**config.mk**
```make
export PLATFORM = sky130hd
export DESIGN_NAME = alu_secuencial
export DESIGN_NICKNAME = d
export VERILOG_FILES = /design/src/rtl/alu_secuencial_pkg.sv /design/src/rtl/alu_muldiv_iter.sv /design/src/rtl/alu_secuencial.sv
export SDC_FILE = /design/constraint.sdc
export NUM_CORES = 1
export LEC_CHECK = 0
export CELL_PAD_IN_SITES_DETAIL_PLACEMENT = 2
export CELL_PAD_IN_SITES_GLOBAL_PLACEMENT = 2
export CORE_UTILIZATION = 35
export CTS_CLUSTER_DIAMETER = 200
export DETAILED_ROUTE_END_ITERATION = 12
export PLACE_DENSITY = 0.93
export SLEW_MARGIN = 20
export SYNTH_ARGS = -nofsm -noshare
export SYNTH_HDL_FRONTEND = slang
export SYNTH_SLANG_ARGS = --single-unit
```
**constraint.sdc**
```tcl
create_clock -name clk -period 5.15 [get_ports clk]
set_clock_uncertainty 0.2 [all_clocks]
set_input_delay 0.7725 -clock clk [delete_from_list [all_inputs] [get_ports clk]]
set_output_delay 0.7725 -clock clk [all_outputs]
set_load 0.02 [all_outputs]
```
**src/rtl/alu_secuencial_pkg.sv**
```systemverilog
// Shared opcode values, FSM state encoding and iterator mode select
// used by the sequential ALU and its multiply/divide iterator.
package alu_secuencial_pkg;

  // Opcode values. Anything not listed here is an illegal opcode.
  localparam logic [4:0] OP_NOT = 5'h00;
  localparam logic [4:0] OP_AND = 5'h01;
  localparam logic [4:0] OP_OR  = 5'h02;
  localparam logic [4:0] OP_NEG = 5'h03;
  localparam logic [4:0] OP_ADD = 5'h04;
  localparam logic [4:0] OP_SUB = 5'h05;
  localparam logic [4:0] OP_MUL = 5'h06;
  localparam logic [4:0] OP_DIV = 5'h07;
  localparam logic [4:0] OP_REM = 5'h08;

  // Control FSM states.
  typedef enum logic [1:0] {
    ST_IDLE = 2'd0,
    ST_MUL  = 2'd1,
    ST_DIV  = 2'd2,
    ST_DONE = 2'd3
  } state_t;

  // Iterator mode select.
  localparam logic MODE_MUL = 1'b0;
  localparam logic MODE_DIV = 1'b1;

endpackage

```
**src/rtl/alu_muldiv_iter.sv**
```systemverilog
// Iterative unsigned multiplier (shift-add) and restoring divider.
// One bit per clock, BITS_DATA steps. The hi/lo register pair is shared:
//   multiply: hi = partial product high half, lo = multiplier shifting out
//             (and product low half shifting in)
//   divide:   hi = partial remainder, lo = dividend shifting out
//             (and quotient bits shifting in)
// done is high during the final step; the result ports show the value the
// registers take at that edge, so the caller can capture the finished
// result on the same edge the iterator goes idle.
module alu_muldiv_iter
  import alu_secuencial_pkg::*;
#(
  parameter int BITS_DATA = 32
) (
  input  logic                 clk,
  input  logic                 rst_n,
  input  logic                 start,
  input  logic                 mode,
  input  logic [BITS_DATA-1:0] a,
  input  logic [BITS_DATA-1:0] b,
  output logic                 done,
  output logic [BITS_DATA-1:0] product_lo,
  output logic [BITS_DATA-1:0] product_hi,
  output logic [BITS_DATA-1:0] quotient,
  output logic [BITS_DATA-1:0] remainder
);

  localparam int CW = $clog2(BITS_DATA);
  localparam logic [CW-1:0] CNT_LAST = CW'(BITS_DATA - 1);

  logic                 busy;
  logic                 mode_q;
  logic [CW-1:0]        cnt;
  logic [BITS_DATA-1:0] opnd;
  logic [BITS_DATA-1:0] hi;
  logic [BITS_DATA-1:0] lo;

  logic [BITS_DATA:0]   mul_sum;
  logic [BITS_DATA:0]   div_t;
  logic                 div_ge;
  logic [BITS_DATA-1:0] hi_nxt;
  logic [BITS_DATA-1:0] lo_nxt;

  // One iteration step of the selected algorithm.
  always_comb begin
    mul_sum = {1'b0, hi} + (lo[0] ? {1'b0, opnd} : '0);
    div_t   = {hi, lo[BITS_DATA-1]};
    div_ge  = (div_t >= {1'b0, opnd});
    hi_nxt  = hi;
    lo_nxt  = lo;
    if (mode_q == MODE_MUL) begin
      hi_nxt = mul_sum[BITS_DATA:1];
      lo_nxt = {mul_sum[0], lo[BITS_DATA-1:1]};
    end else begin
      hi_nxt = div_ge ? (div_t[BITS_DATA-1:0] - opnd) : div_t[BITS_DATA-1:0];
      lo_nxt = {lo[BITS_DATA-2:0], div_ge};
    end
  end

  assign done       = busy && (cnt == CNT_LAST);
  assign product_lo = lo_nxt;
  assign product_hi = hi_nxt;
  assign quotient   = lo_nxt;
  assign remainder  = hi_nxt;

  // Load operands on start, then step until the terminal count.
  always_ff @(posedge clk) begin
    if (!rst_n) begin
      busy   <= 1'b0;
      mode_q <= MODE_MUL;
      cnt    <= '0;
      opnd   <= '0;
      hi     <= '0;
      lo     <= '0;
    end else if (start) begin
      busy   <= 1'b1;
      mode_q <= mode;
      cnt    <= '0;
      opnd   <= (mode == MODE_DIV) ? b : a;
      hi     <= '0;
      lo     <= (mode == MODE_DIV) ? a : b;
    end else if (busy) begin
      hi <= hi_nxt;
      lo <= lo_nxt;
      if (cnt == CNT_LAST) begin
        busy <= 1'b0;
        cnt  <= '0;
      end else begin
        cnt <= cnt + 1'b1;
      end
    end
  end

endmodule

```
**src/rtl/alu_secuencial.sv**
```systemverilog
// Multi-cycle ALU with registered result and flags.
// Handshake: an operation transfers on a rising edge where in_valid and
// in_ready are both 1 (in_ready is 1 only in IDLE); a result transfers on
// an edge where out_valid and out_ready are both 1. In DONE the result and
// flags stay stable until that transfer; the block then spends one cycle in
// IDLE before it can accept again.
module alu_secuencial
  import alu_secuencial_pkg::*;
#(
  parameter int BITS_DATA   = 32,
  parameter int BITS_OPCODE = 5
) (
  input  logic                   clk,
  input  logic                   rst_n,
  input  logic                   in_valid,
  output logic                   in_ready,
  input  logic [BITS_DATA-1:0]   operando_a,
  input  logic [BITS_DATA-1:0]   operando_b,
  input  logic [BITS_OPCODE-1:0] opcode,
  output logic                   out_valid,
  input  logic                   out_ready,
  output logic [BITS_DATA-1:0]   resultado,
  output logic                   C,
  output logic                   S,
  output logic                   O,
  output logic                   Z,
  output logic                   err,
  output state_t                 fsm_state
);

  localparam int M = BITS_DATA - 1;

  localparam logic [BITS_OPCODE-1:0] C_NOT = BITS_OPCODE'(OP_NOT);
  localparam logic [BITS_OPCODE-1:0] C_AND = BITS_OPCODE'(OP_AND);
  localparam logic [BITS_OPCODE-1:0] C_OR  = BITS_OPCODE'(OP_OR);
  localparam logic [BITS_OPCODE-1:0] C_NEG = BITS_OPCODE'(OP_NEG);
  localparam logic [BITS_OPCODE-1:0] C_ADD = BITS_OPCODE'(OP_ADD);
  localparam logic [BITS_OPCODE-1:0] C_SUB = BITS_OPCODE'(OP_SUB);
  localparam logic [BITS_OPCODE-1:0] C_MUL = BITS_OPCODE'(OP_MUL);
  localparam logic [BITS_OPCODE-1:0] C_DIV = BITS_OPCODE'(OP_DIV);
  localparam logic [BITS_OPCODE-1:0] C_REM = BITS_OPCODE'(OP_REM);

  state_t state_q, state_d;
  logic [BITS_OPCODE-1:0] op_q;

  logic                 accept;
  logic                 start;
  logic                 go_mul;
  logic                 go_div;

  // Single-cycle / early-exit result computed straight from the inputs.
  logic [BITS_DATA-1:0] fast_res;
  logic [BITS_DATA:0]   sum;
  logic                 fast_c;
  logic                 fast_o;
  logic                 fast_err;
  logic                 fast_legal;
  logic                 fast_s;
  logic                 fast_z;

  // Iterator interface.
  logic                 iter_done;
  logic [BITS_DATA-1:0] product_lo;
  logic [BITS_DATA-1:0] product_hi;
  logic [BITS_DATA-1:0] quotient;
  logic [BITS_DATA-1:0] remainder;
  logic [BITS_DATA-1:0] iter_res;
  logic                 iter_o;
  logic                 iter_finish;

  assign in_ready  = (state_q == ST_IDLE);
  assign out_valid = (state_q == ST_DONE);
  assign fsm_state = state_q;
  assign accept    = in_valid && in_ready;
  assign start     = accept && (go_mul || go_div);

  // Decode the incoming opcode and evaluate everything that needs no iteration.
  always_comb begin
    fast_res   = '0;
    sum        = '0;
    fast_c     = 1'b0;
    fast_o     = 1'b0;
    fast_err   = 1'b0;
    fast_legal = 1'b1;
    go_mul     = 1'b0;
    go_div     = 1'b0;
    case (opcode)
      C_NOT: fast_res = ~operando_a;
      C_AND: fast_res = operando_a & operando_b;
      C_OR:  fast_res = operando_a | operando_b;
      C_NEG: fast_res = '0 - operando_a;
      C_ADD: begin
        sum      = {1'b0, operando_a} + {1'b0, operando_b};
        fast_res = sum[M:0];
        fast_c   = sum[BITS_DATA];
        fast_o   = (operando_a[M] == operando_b[M]) && (sum[M] != operando_a[M]);
      end
      C_SUB: begin
        fast_res = operando_a - operando_b;
        fast_c   = (operando_a < operando_b);
        fast_o   = (operando_a[M] != operando_b[M]) && (fast_res[M] != operando_a[M]);
      end
      C_MUL: go_mul = 1'b1;
      C_DIV: begin
        if (operando_b == '0) begin
          fast_res = '1;
          fast_err = 1'b1;
          fast_o   = 1'b1;
        end else begin
          go_div = 1'b1;
        end
      end
      C_REM: begin
        if (operando_b == '0) begin
          fast_res = operando_a;
          fast_err = 1'b1;
          fast_o   = 1'b1;
        end else begin
          go_div = 1'b1;
        end
      end
      default: begin
        fast_legal = 1'b0;
        fast_err   = 1'b1;
      end
    endcase
    // Divide by zero forces Z low; an illegal opcode reports no flags at all.
    fast_s = fast_legal && fast_res[M];
    fast_z = fast_legal && !fast_err && (fast_res == '0);
  end

  alu_muldiv_iter #(
    .BITS_DATA(BITS_DATA)
  ) u_iter (
    .clk       (clk),
    .rst_n     (rst_n),
    .start     (start),
    .mode      (go_div ? MODE_DIV : MODE_MUL),
    .a         (operando_a),
    .b         (operando_b),
    .done      (iter_done),
    .product_lo(product_lo),
    .product_hi(product_hi),
    .quotient  (quotient),
    .remainder (remainder)
  );

  // Select the finished multi-cycle result.
  always_comb begin
    iter_res    = quotient;
    iter_o      = 1'b0;
    iter_finish = iter_done && ((state_q == ST_MUL) || (state_q == ST_DIV));
    if (state_q == ST_MUL) begin
      iter_res = product_lo;
      iter_o   = |product_hi;
    end else if (op_q == C_REM) begin
      iter_res = remainder;
    end
  end

  // Next-state logic.
  always_comb begin
    state_d = state_q;
    case (state_q)
      ST_IDLE: begin
        if (in_valid) begin
          if (go_mul)      state_d = ST_MUL;
          else if (go_div) state_d = ST_DIV;
          else             state_d = ST_DONE;
        end
      end
      ST_MUL:  if (iter_done) state_d = ST_DONE;
      ST_DIV:  if (iter_done) state_d = ST_DONE;
      ST_DONE: if (out_ready) state_d = ST_IDLE;
      default: state_d = ST_IDLE;
    endcase
  end

  // State register; reset aborts any operation in flight.
  always_ff @(posedge clk) begin
    if (!rst_n) state_q <= ST_IDLE;
    else        state_q <= state_d;
  end

  // Opcode latch so DIV and REM can be told apart when the iterator finishes.
  always_ff @(posedge clk) begin
    if (!rst_n)      op_q <= '0;
    else if (accept) op_q <= opcode;
  end

  // Result and flag registers: loaded on accept for single-cycle ops, or
  // when the iterator completes for MUL/DIV/REM.
  always_ff @(posedge clk) begin
    if (!rst_n) begin
      resultado <= '0;
      C         <= 1'b0;
      S         <= 1'b0;
      O         <= 1'b0;
      Z         <= 1'b0;
      err       <= 1'b0;
    end else if (accept && !start) begin
      resultado <= fast_res;
      C         <= fast_c;
      S         <= fast_s;
      O         <= fast_o;
      Z         <= fast_z;
      err       <= fast_err;
    end else if (iter_finish) begin
      resultado <= iter_res;
      C         <= 1'b0;
      S         <= iter_res[M];
      O         <= iter_o;
      Z         <= (iter_res == '0);
      err       <= 1'b0;
    end
  end

endmodule

```
==> results of run 1 <==
state kept, by name (all words and copies together) (netlist names), 2 cells and up:
| signal | flops |
|---|---|
| fsm_state | 2 |
| op_q | 5 |
| resultado | 32 |
| u_iter.cnt | 5 |
| u_iter.hi | 32 |
| u_iter.lo | 32 |
| u_iter.opnd | 32 |
worst paths after layout:
check                from      end  slack [ns]  cells past startpoint
max          u_iter.lo[0]        Z       -0.06                     17
min reg2reg       op_q[4]  op_q[4]        0.29                      2
max reg2reg  u_iter.lo[0]        Z       -0.06                     17
min               op_q[4]  op_q[4]        0.29                      2
layout make-up:
class,instances,area (µm²),share of cell area
inverters,157,591,0.0258
diodes,5,12.5,0.000546
repair buffers,332,2810,0.123
clock inverters,14,153,0.00666
multi-input cells,2313,15100,0.659
well taps,696,871,0.0380
clock buffers,18,429,0.0187
flip-flops and latches,147,2950,0.129
kinds of logic (layout without fill, tap and decap cells):
group / Yosys count / count (layout) / synth area share
AO/OA/AOI/OAI: 1014 / 1014 / 0.347
other: 0 / 5 / 0
XOR/XNOR: 66 / 66 / 0.0302
flip-flops: 147 / 147 / 0.154
buffers and inverters: 351 / 521 / 0.0693
adder cells (fa/ha/maj): 176 / 176 / 0.116
multiplexers: 83 / 83 / 0.0455
AND/OR/NAND/NOR: 974 / 974 / 0.238
where the power goes:
| group | total, mW | switching [mW] | internal [mW] | leakage (nW) |
|---|---|---|---|---|
| clock network | 1.36 | 0.645 | 0.719 | 0.282 |
| logic | 3.72 | 2.44 | 1.28 | 7.84 |
| registers | 1.42 | 0.171 | 1.25 | 1.19 |
per-layer routing:
layer / share of wire / track usage / vias up
met3: 0.10 / 0.109 / 774
met2: 0.45 / 0.696 / 2087
met1: 0.37 / 0.511 / 13000
met5: 0.00021 / 0 / -
li1: - / - / 10600
met4: 0.079 / 0.302 / 4
worst min-delay path: cells and delay by family, from the launching register on:
family | cells | cell delay (ns)
compound gates | 1 | 0.06
flops | 1 | 0.32
simple gates | 1 | 0.06
stage by stage:
step | cells | worst slack (ns) | hold WS, ns | util | power (mW)
after global routing | 3678 | -0.119 | 0.323 | 0.425 | 6.61
after CTS | 3673 | 0.0264 | 0.290 | 0.422 | 6.20
final | 3682 | -0.0632 | 0.293 | 0.425 | 6.50
after global placement | 3641 | -0.152 | 0.245 | 0.411 | 4.49
after floorplan | 2811 | 0.997 | 0.236 | - | 3.22
after detailed placement | 3641 | -0.361 | 0.262 | 0.411 | 4.68
timing repair:
| item | CTS | global route |
|---|---|---|
| resized for setup | 6 | 23 |
| pin swaps | 0 | 5 |
| setup buffers | 0 | 4 |
| setup endpoints to repair | 2 | 5 |
| cloned | 0 | 0 |
cell usage after synthesis (33+ instances only):
master / count / area [µm²]
ha_1: 172 / 2150
o211ai_1: 37 / 278
mux2i_1: 71 / 711
nand4_1: 33 / 206
and2_1: 48 / 300
a31oi_1: 36 / 225
nand3_1: 74 / 370
dfxtp_1: 147 / 2940
xnor2_1: 42 / 368
nand2_1: 187 / 702
a21oi_1: 308 / 1540
inv_1: 153 / 574
a21o_1: 49 / 368
a211oi_1: 183 / 1370
nor2_1: 402 / 1510
clkbuf_1: 179 / 672
nor3_1: 74 / 370
o21ai_0: 159 / 796
cells in the final DEF, fill, tap and decap left out, drive strengths merged, types with 16 or more instances in the layout:
cell / instances
nor2: 402
a21oi: 310
buf: 220
nand2: 187
a211oi: 183
ha: 172
o21ai: 162
inv: 158
dfxtp: 147
clkdlybuf4s50: 112
nand3: 75
nor3: 75
mux2i: 71
a21o: 49
and2: 49
xnor2: 42
o211ai: 37
a31oi: 36
nand4: 33
nor4: 30
nand2b: 24
xor2: 24
o21a: 21
o21bai: 20
or3: 19
and3: 18
nor2b: 18
clkbuf: 18
o31ai: 18
o22ai: 17
a221oi: 16
==> summary.txt, run 1 <==
static leakage: 9.32 nW
total wire length: 126 mm
largest net degree at the start of global routing: 76
Syn Nets: 3,060
# IOs: 114
Cell Rows: 85
clk slew on worst S/H paths: 0.07 ns
post-detail-place hpwl: 86.1 mm
CTS Root Cell: clkbuf_16
TNS Setup: -0.0632 ns
Worst Hold Class: reg2reg
I/O Buffers: 113
crit path max fanout: 34
Max IR drop VDD: 280 µV
H-tree Lvls: 4
largest stage delay on the critical path: 0.46 ns
max-slew violation count: 0
sequence of cells on the critical path: buf_4 -> and2_1 -> ha_1 -> o211ai_1 -> o21ai_1 -> a2111oi_2 -> buf_4 -> nor3_2 -> a22o_1 -> mux2_2 -> a311o_1 -> a21oi_1 -> nor4bb_4 -> a31oi_1 -> nor4_2 -> buf_4 -> or2_1
initial antenna violation count: 8
first-pass GRT wire length: 186 mm
drt pass-1 iters: 6
register area share after synthesis: 0.154
kind of critical path: reg2reg
Rel. slew slack: 0.305
PnR worst setup slack: -0.0632 ns
nature of the critical path startpoint: register
Sinks on Clock Net: 147
Post-Syn Area: 19,200 µm²
failing checks: setup timing
final-report setup violation count: 1
DRT iter0 DRCs: 3,278
DR vias: 26,500
fin crit period: 5.21 ns
Post-CTS Hold Buffers: 0
EDFF count, synth: 0
flops & latches, synth: 147
worst endpoint required time: 5.39 ns
layout cell share with drive strength beyond 1: 0.114
Slew @ Worst Pin: 1.04 ns
Tot GR Track Use: 0.436
final hold viol count: 0
Yosys cell types: 91
Crit path max-delay family: compound AO/OA/AOI/OAI gates
starting density of the core: 0.356
Post-Syn Instances: 2,811
clk buf depth: 2
Inserted Clock Buffers: 17
max-cap viol count: 0
die height: 236 µm
CP endpoint kind: register
status: finished with violations
number of global-route vias before repair: 28,200
asr flop ratio synth: 0
Layout Nets: 3,217
ANT nets after route: 0
total congestion overflow: 0
Post-Layout Inst Area: 22,900 µm²
die area: 55,700 µm²
Final Cycle Share: 1.01
Critical-path top delay cell: nor3_2
worst path bufs/invs: 3
most frequent CP cell: buf_4
CTS tree: done
Synth warnings: 0
average routed wire per standard cell: 34.2 µm
Area Growth Syn to Fin: 19.5%
Core Area: 53,900 µm²
Die X: 236 µm
mean post-synth cell area: 6.82 µm²
PwrDens: 284 nW/µm²
CP arrival: 5.45 ns
Post-DP Area: 22,100 µm²
Top FF cell, synth: dfxtp_1
Final GP Congestion: 0.997
Max Clock Freq: 0.192 GHz
clock latency at the later pin of the worst-skew pair: 0.50 ns
Post-route DRC: 0
Filler cells: 6,202
vias per inst: 7.20
No activity file was read; power rests on OpenSTA's default activity.
==> run 2, diff against run 1 <==
SLEW_MARGIN = not set   (was 20)
==> summary.txt, run 2 (synthesized netlist as in run 1, its figures left out) <==
Die X: 236 µm
PnR worst setup slack: -0.0666 ns
Post-CTS Hold Buffers: 0
Tot GR Track Use: 0.441
Max Clock Freq: 0.192 GHz
static leakage: 9.34 nW
commonest non-fill, non-tap cells in the layout: nor2_1, a21oi_1, buf_4, nand2_1, a211oi_1
H-tree Lvls: 4
PwrDens: 286 nW/µm²
DRT iter0 DRCs: 2,953
multi-input combinational cell area: 15,100 µm²
CP arrival: 5.42 ns
post-detail-place hpwl: 87.7 mm
failing checks: setup timing
Worst Hold Class: reg2reg
FF+latch area: 2950 µm²
Post-DP Area: 22,100 µm²
worst endpoint required time: 5.35 ns
ANT nets after route: 0
Rel. slew slack: 0.0208
CTS Root Cell: clkbuf_16
most frequent CP cell: buf_4
Max IR drop VDD: 260 µV
DR vias: 26,500
Final GP Congestion: 0.997
crit path max fanout: 34
starting density of the core: 0.356
status: finished with violations
Inserted Clock Buffers: 17
cell count after placement: 3,641
Sinks on Clock Net: 147
sequence of cells on the critical path: buf_4 -> and2_1 -> ha_1 -> a21oi_1 -> o211ai_1 -> a221oi_1 -> buf_4 -> o22ai_2 -> a31oi_2 -> buf_4 -> a21oi_1 -> xor2_1 -> mux2i_2 -> o21a_1 -> o21ai_0 -> o21ai_0 -> nor2_1
die height: 236 µm
CTS tree: done
TNS Setup: -0.100 ns
Filler cells: 6,142
largest net degree at the start of global routing: 76
I/O Buffers: 113
clock latency at the later pin of the worst-skew pair: 0.49 ns
first-pass GRT wire length: 188 mm
Critical-path top delay cell: o21ai_0
Post-route DRC: 0
max-cap viol count: 0
fin crit period: 5.22 ns
Layout Nets: 3,216
initial antenna violation count: 6
Final Cycle Share: 1.01
# IOs: 114
final std cells w/o fill: 3,681
largest stage delay on the critical path: 0.41 ns
CP endpoint kind: register
final hold viol count: 0
final-report setup violation count: 3
die area: 55,700 µm²
worst path bufs/invs: 3
average routed wire per standard cell: 34.5 µm
Area Growth Syn to Fin: 20.0%
Core Area: 53,900 µm²
total congestion overflow: 0
clk buf depth: 2
Cell Rows: 85
Post-Layout Inst Area: 23,000 µm²
Crit path max-delay family: compound AO/OA/AOI/OAI gates
drt pass-1 iters: 5
layout cell share with drive strength beyond 1: 0.116
clk slew on worst S/H paths: 0.07 ns
number of global-route vias before repair: 28,100
Slew @ Worst Pin: 1.46 ns
max-slew violation count: 0
vias per inst: 7.19
commonest non-fill, non-tap cell in the layout: nor2_1
total wire length: 127 mm
nature of the critical path startpoint: register
kind of critical path: reg2reg
==> run 2: repair_timing <==
item	4_1_cts	5_1_grt
pin swaps	0	4
resized for setup	9	31
buffers inserted	0	3
setup endpoints to repair	4	6
==> run 2: metrics by stage <==
stage                     utilization  total power, mW  hold slack [ns]  setup slack [ns]
after CTS                       0.423             6.31            0.293            0.0328
after global placement          0.411             4.49            0.245            -0.152
after detailed placement        0.411             4.71            0.276            -0.303
after global routing            0.426             6.68            0.317           -0.0657
final                           0.426             6.58            0.297           -0.0666
after floorplan                     -             3.22            0.236             0.997
==> run 2: per-layer routing <==
| layer | global-route usage | wire length (µm) | part of all wire | up-vias |
|---|---|---|---|---|
| met5 | 0 | 27 | 0.00021 | - |
| met4 | 0.310 | 10500 | 0.082 | 4 |
| met3 | 0.102 | 12500 | 0.098 | 756 |
| met2 | 0.712 | 57000 | 0.45 | 1978 |
| met1 | 0.516 | 46900 | 0.37 | 13100 |
| li1 | - | - | - | 10600 |
==> run 2: area by class of cell <==
cell class,count,share of cell area
Sequential cell,147,0.128
Timing Repair Buffer,331,0.122
Clock inverter,12,0.00773
Antenna cell,5,0.000544
Multi-Input combinational cell,2313,0.658
Inverter,157,0.0257
Clock buffer,20,0.0203
Tap cell,696,0.0379
==> run 2: report_power, final <==
group          leakage [nW]  internal (mW)  total [mW]  switching (mW)
Sequential             1.19           1.25        1.42           0.174
Clock                 0.305          0.850        1.48           0.630
Combinational          7.84           1.27        3.68            2.41
Total                  9.34           3.37        6.58            3.21
==> run 2: final timing paths <==
check / to / startpoint / depth (start not counted) / slack [ns]
hold / removal: op_q[4] / op_q[4] / 2 / 0.30
setup reg to reg: resultado[29] / u_iter.lo[0] / 17 / -0.07
setup / recovery: resultado[29] / u_iter.lo[0] / 17 / -0.07
hold reg to reg: op_q[4] / op_q[4] / 2 / 0.30
==> run 2: worst min-delay path, delay by kind of cell, from the launching register on <==
family             cells  cell delay [ns]
AOI/OAI and AO/OA      1             0.06
and+or+nand+nor        1             0.06
DFF                    1             0.32
